`src/rtl/count_capture_pkg.sv`:
```
// rtl/count_capture_pkg.sv - shared defaults and pointer-width helper for count_capture
package count_capture_pkg;

  localparam int CNT_W_DEF = 4;
  localparam int DEPTH_DEF = 4;

  // One extra bit beyond the index lets full and empty be told apart.
  function automatic int ptr_w(input int depth);
    return $clog2(depth) + 1;
  endfunction

endpackage

```
`src/rtl/count_capture_if.sv`:
```
// rtl/count_capture_if.sv - snapshot stream handshake between count_capture and its consumer
interface count_capture_if #(
  parameter int CNT_W = count_capture_pkg::CNT_W_DEF
) ();

  logic [CNT_W-1:0] cap_data;
  logic             cap_valid;
  logic             cap_ready;

  modport master (output cap_data, output cap_valid, input cap_ready);
  modport slave  (input cap_data, input cap_valid, output cap_ready);

endinterface

```
`src/rtl/count_capture_fifo.sv`:
```
// rtl/count_capture_fifo.sv - capture_fifo: show-ahead FIFO with flush, level/full and drop flag
module capture_fifo
  import count_capture_pkg::*;
#(
  parameter int W     = CNT_W_DEF,
  parameter int DEPTH = DEPTH_DEF
) (
  input  logic                      clk,
  input  logic                      rst,
  input  logic                      flush,
  input  logic                      push,
  input  logic [W-1:0]              din,
  input  logic                      pop,
  output logic [W-1:0]              dout,
  output logic                      valid,
  output logic [ptr_w(DEPTH)-1:0]   level,
  output logic                      full,
  output logic                      drop
);

  localparam int PW = ptr_w(DEPTH);

  logic [PW-1:0] wr_ptr_q, wr_ptr_d;
  logic [PW-1:0] rd_ptr_q, rd_ptr_d;
  logic [W-1:0]  mem_q [DEPTH];
  logic [W-1:0]  mem_d [DEPTH];
  logic          empty;
  logic          pop_ok;
  logic          push_ok;

  assign empty   = (wr_ptr_q == rd_ptr_q);
  assign full    = (wr_ptr_q[PW-1] != rd_ptr_q[PW-1]) &&
                   (wr_ptr_q[PW-2:0] == rd_ptr_q[PW-2:0]);
  assign level   = wr_ptr_q - rd_ptr_q;
  assign valid   = !empty;
  assign dout    = mem_q[rd_ptr_q[PW-2:0]];
  assign pop_ok  = pop && !empty;
  // A pop in the same cycle frees the slot the full-time push needs.
  assign push_ok = push && (!full || pop_ok);
  assign drop    = push && !push_ok && !flush;

  always_comb begin
    wr_ptr_d = wr_ptr_q;
    rd_ptr_d = rd_ptr_q;
    mem_d    = mem_q;
    if (flush) begin
      rd_ptr_d = wr_ptr_q;
    end else begin
      if (push_ok) begin
        mem_d[wr_ptr_q[PW-2:0]] = din;
        wr_ptr_d                = wr_ptr_q + 1'b1;
      end
      if (pop_ok) begin
        rd_ptr_d = rd_ptr_q + 1'b1;
      end
    end
  end

  always_ff @(posedge clk or posedge rst) begin
    if (rst) begin
      wr_ptr_q <= '0;
      rd_ptr_q <= '0;
      for (int i = 0; i < DEPTH; i++) begin
        mem_q[i] <= '0;
      end
    end else begin
      wr_ptr_q <= wr_ptr_d;
      rd_ptr_q <= rd_ptr_d;
      mem_q    <= mem_d;
    end
  end

endmodule

```
`src/rtl/count_capture.sv`:
```
// rtl/count_capture.sv - trigger-driven counter snapshot buffer with sticky overflow
// COUNT_CAPTURE_EDGE_EN: capture on trig rising edge instead of every trig-high cycle.
module count_capture
  import count_capture_pkg::*;
#(
  parameter int CNT_W = CNT_W_DEF,
  parameter int DEPTH = DEPTH_DEF
) (
  input  logic                      clk,
  input  logic                      rst,
  input  logic [CNT_W-1:0]          cnt_in,
  input  logic                      trig,
  input  logic                      clr,
  count_capture_if.master           cap,
  output logic [ptr_w(DEPTH)-1:0]   level,
  output logic                      full,
  output logic                      ovf
);

  logic cap_ev;
  logic drop;
  logic ovf_q, ovf_d;

`ifdef COUNT_CAPTURE_EDGE_EN
  logic trig_q, trig_d;

  always_comb begin
    trig_d = trig;
  end

  always_ff @(posedge clk or posedge rst) begin
    if (rst) trig_q <= 1'b0;
    else     trig_q <= trig_d;
  end

  assign cap_ev = trig && !trig_q;
`else
  assign cap_ev = trig;
`endif

  capture_fifo #(.W(CNT_W), .DEPTH(DEPTH)) u_fifo (
    .clk   (clk),
    .rst   (rst),
    .flush (clr),
    .push  (cap_ev),
    .din   (cnt_in),
    .pop   (cap.cap_ready),
    .dout  (cap.cap_data),
    .valid (cap.cap_valid),
    .level (level),
    .full  (full),
    .drop  (drop)
  );

  always_comb begin
    ovf_d = ovf_q | drop;
    if (clr) ovf_d = 1'b0;
  end

  always_ff @(posedge clk or posedge rst) begin
    if (rst) ovf_q <= 1'b0;
    else     ovf_q <= ovf_d;
  end

  assign ovf = ovf_q;

endmodule

```
`src/flat_wrapper.sv`:
```
// flat-port wrapper written by rule: the top's interface ports become plain ports
module count_capture_flat import count_capture_pkg::*;
#(
  parameter int CNT_W = CNT_W_DEF,
  parameter int DEPTH = DEPTH_DEF
)
  (clk, rst, cnt_in, trig, clr, level, full, ovf, cap_cap_data, cap_cap_valid, cap_cap_ready);
  count_capture_if #(.CNT_W(CNT_W)) cap_i ();
  input  logic clk;
  input  logic rst;
  input  logic [CNT_W-1:0] cnt_in;
  input  logic trig;
  input  logic clr;
  output logic [ptr_w(DEPTH)-1:0] level;
  output logic full;
  output logic ovf;
  output wire logic [$bits(cap_i.cap_data)-1:0] cap_cap_data;
  output wire logic [$bits(cap_i.cap_valid)-1:0] cap_cap_valid;
  input wire logic [$bits(cap_i.cap_ready)-1:0] cap_cap_ready;
  assign cap_cap_data = cap_i.cap_data;
  assign cap_cap_valid = cap_i.cap_valid;
  assign cap_i.cap_ready = cap_cap_ready;
  count_capture #(.CNT_W(CNT_W), .DEPTH(DEPTH)) u_core (.clk(clk), .rst(rst), .cnt_in(cnt_in), .trig(trig), .clr(clr), .cap(cap_i), .level(level), .full(full), .ovf(ovf));
endmodule
```
`config.mk`:
```
export PLATFORM = sky130hd
export DESIGN_NAME = count_capture_flat
export DESIGN_NICKNAME = d
export VERILOG_FILES = /design/src/rtl/count_capture_pkg.sv /design/src/rtl/count_capture_if.sv /design/src/rtl/count_capture_fifo.sv /design/src/rtl/count_capture.sv /design/src/flat_wrapper.sv
export SDC_FILE = /design/constraint.sdc
export NUM_CORES = 1
export LEC_CHECK = 0
export CAP_MARGIN = 20
export CORE_ASPECT_RATIO = 1.1
export CORE_MARGIN = 5
export CORE_UTILIZATION = 53
export DETAILED_ROUTE_END_ITERATION = 16
export GPL_TIMING_DRIVEN = 0
export PLACE_DENSITY = 0.83
export SLEW_MARGIN = 20
export SYNTH_ARGS = -nofsm -noshare
export SYNTH_HDL_FRONTEND = slang
export SYNTH_SLANG_ARGS = --single-unit
```
`constraint.sdc`:
```
create_clock -name clk -period 2.6 [get_ports clk]
set_clock_uncertainty 0.05 [all_clocks]
set_input_delay 0.26 -clock clk [delete_from_list [all_inputs] [get_ports clk]]
set_output_delay 0.26 -clock clk [all_outputs]
set_load 0.02 [all_outputs]
```
==> results.json <==
{
  "outcome": "complete, no violations",
  "die_x_um": 57.83,
  "io_buffers": 18,
  "dieHeight_um": 62.62,
  "finalHoldViolCount": 0,
  "drt-wirelength-per-cell_um": 16.51,
  "fin_crit_ns": 2.452,
  "synth_edf_count": 0,
  "synth.cell_area_um2": 1334,
  "cp_cell_sequence": "inv_1 > ha_1 > and2_1 > nand2_1 > clkdlybuf4s50_1",
  "multi_input_area_um2": 723.2,
  "clockRootBuffer": "clkbuf_4",
  "wl_um": 2509,
  "cp_max_fo": 5,
  "startpoint_type": "flip-flop",
  "yosysSeqAreaShare_pct": 43.15,
  "final_antenna_net_count": 0,
  "seq_area_um2": 578.1,
  "grt_pass1_vias": 895,
  "maxCapViolations": 0,
  "max_slew_margin_pct": 43.85,
  "core_um2": 2449,
  "p_per_area_nw_per_um2": 1450,
  "p_seq_share_pct": 29.1,
  "dieArea_um2": 3621,
  "grt_pass1_wl_um": 4319,
  "mostFrequentLayoutCell": "dfrtp_1",
  "placement.cell_area_um2": 1553,
  "cts_made_buffers": 3,
  "synth-seq-cells": 23,
  "grt_antenna_before_repair": 0,
  "post-route-period-util_pct": 94.32,
  "grt_max_degree": 24,
  "synth_flop_cell": "dfrtp_1",
  "hold_buffers": 0,
  "final_area_um2": 1600,
  "setup_viol": 0,
  "dp_hpwl_um": 1864,
  "critical_path_required_ns": 2.29,
  "rsz0062_at_grt": "no",
  "clock_latency_ns": 0.31,
  "switchingPower_mw": 1.006,
  "drt-pass1-iter-count": 4,
  "comb_power_share_pct": 63.8,
  "fmax_mhz": 407.8,
  "final_cell_mix": "21 x dfrtp_1, 17 x mux2_2, 17 x clkdlybuf4s50_1",
  "ys_types": 29,
  "start_util_pct": 54.47,
  "clock_sinks": 23,
  "grt-ovfl-total": 0,
  "io_pins": 19,
  "n_antenna_cell": 0,
  "cts_tree": "built",
  "power.leakage_nw": 0.6715,
  "final_nets": 139,
  "fillers": 191,
  "power_frac_clock_pct": 7.1,
  "ctsLongestPathBuffers": 2,
  "viasPerCell": 5.684,
  "netlist_instances": 98,
  "endpoint_kind": "output port",
  "placementRows": 19,
  "drive_gt1_share_pct": 29.75,
  "grt_usage_pct": 15.24,
  "netSwitchingFraction_pct": 43.33,
  "drc": 0,
  "hold_path.class": "in2async",
  "finalSetupTns_ns": 0,
  "slowest_delay_ns": 0.61,
  "gp_congestion": 0.8405,
  "h-tree-depth": 1,
  "clk_pin_slew_ns": 0.12,
  "synthArstFlopShare_pct": 100.0,
  "drt_first_iter_violations": 12,
  "slew_viol_final": 0,
  "internal_power_mw": 1.315,
  "yosys_warnings": 0,
  "slowest_stage": "clkdlybuf4s50_1",
  "path_class": "reg2out",
  "worstMarginPinSlew_ns": 0.8413,
  "crit_arrival_ns": 2.14,
  "synth_area_per_cell_um2": 13.61,
  "synth_fp_nets": 115,
  "syn_to_final_growth_pct": 19.98,
  "ir_drop_mv": 1.001,
  "num_vias": 864
}
==> worst paths after layout <==
check | depth (start not counted) | start | slack, ns | endpoint
min | 2 | rst | 0.35 | u_core.u_fifo.mem_q[2]
min in group clk | 1 | u_core.u_fifo.mem_q[4] | 0.47 | u_core.u_fifo.mem_q[4]
max | 5 | u_core.u_fifo.wr_ptr_q[0] | 0.15 | cap_cap_valid
max reg2reg | 5 | u_core.u_fifo.wr_ptr_q[0] | 0.57 | u_core.u_fifo.mem_q[1]
max in group asynchronous | 2 | rst | 1.57 | u_core.u_fifo.rd_ptr_q[1]
min reg2reg | 1 | u_core.u_fifo.mem_q[4] | 0.47 | u_core.u_fifo.mem_q[4]
==> power by group through the flow <==
stage	logic, mW	clock network (mW)	registers [mW]
after detailed placement	1.43	0	0.706
after global placement	1.39	0	0.682
after CTS	1.45	0.170	0.698
final	1.48	0.165	0.676
after floorplan	0.988	0	0.658
after global routing	1.61	0.180	0.704
==> stage by stage <==
step | cells | hold WS [ns] | utilization, % | power (mW) | setup WS [ns]
4_1_cts | 151 | 0.3820 | 64.64 | 2.316 | 0.004850
6_report | 152 | 0.3516 | 65.36 | 2.321 | 0.1477
3_3_place_gp | 147 | 0.4314 | 63.41 | 2.076 | 0.2368
3_5_place_dp | 147 | 0.4393 | 63.41 | 2.135 | 0.1966
5_1_grt | 152 | 0.4248 | 65.36 | 2.490 | 0.03583
2_1_floorplan | 98 | 0.2119 | - | 1.646 | 0.5671
==> Yosys cell counts, types with 2 or more instances <==
library cell  count  share of area [%]
nor2_1            4                1.1
a21oi_1           2               0.75
nand2_1           5                1.4
mux2_2           17                 14
dfrtp_1          23                 43
mux4_2            4                6.8
inv_1             8                2.3
o311ai_4          4                7.9
ha_1              7                6.6
clkbuf_1          2               0.56
xnor2_1           3                2.0
nand3_1           2               0.75
==> critical path: cells and delay by family (launching register included) <==
family                     cells  cell delay, ns
and+or+nand+nor                2            0.32
adders and majority gates      1            0.38
DFF                            1            0.43
buffers and inverters          2            0.71
==> per-layer routing <==
layer | global-route usage [%] | share of wire [%]
met5 | 0 | 0
met4 | 6.377 | 3.1
met2 | 23.45 | 48
met1 | 21.16 | 46
met3 | 2.273 | 2.9
==> flip-flops by register name (all words and copies together), names as in the netlist <==
name and cells:
u_core.ovf 1, u_core.u_fifo.wr_ptr_q 3, u_core.u_fifo.rd_ptr_q 3, u_core.u_fifo.mem_q 16
==> final cells by class <==
cell class	count	area share (%)
multi-input cells	64	45.19
flip-flops and latches	23	36.12
repair buffers	19	11.88
well taps	31	2.424
inverters	8	1.876
clock buffers	4	1.642
plain buffers	3	0.8600
==> what timing repair did <==
item,CTS,global route
hold endpoints to repair,0,0
setup endpoints to repair,1,7
gates cloned,0,0
resized for setup,2,5
buffers inserted,0,1
==> kinds of logic (layout without fill, tap and decap cells) <==
family                     Yosys count  after routing  share of synthesized area, %
and+or+nand+nor                     16             16                         6.192
muxes                               21             21                         21.11
buffers and inverters               11             34                         3.189
AOI/OAI and AO/OA                   14             14                         13.60
xor gates and xnor gates             5              5                         4.691
adders and majority gates            8              8                         8.067
DFF                                 23             23                         43.15
(Power assumes the default switching activity.)
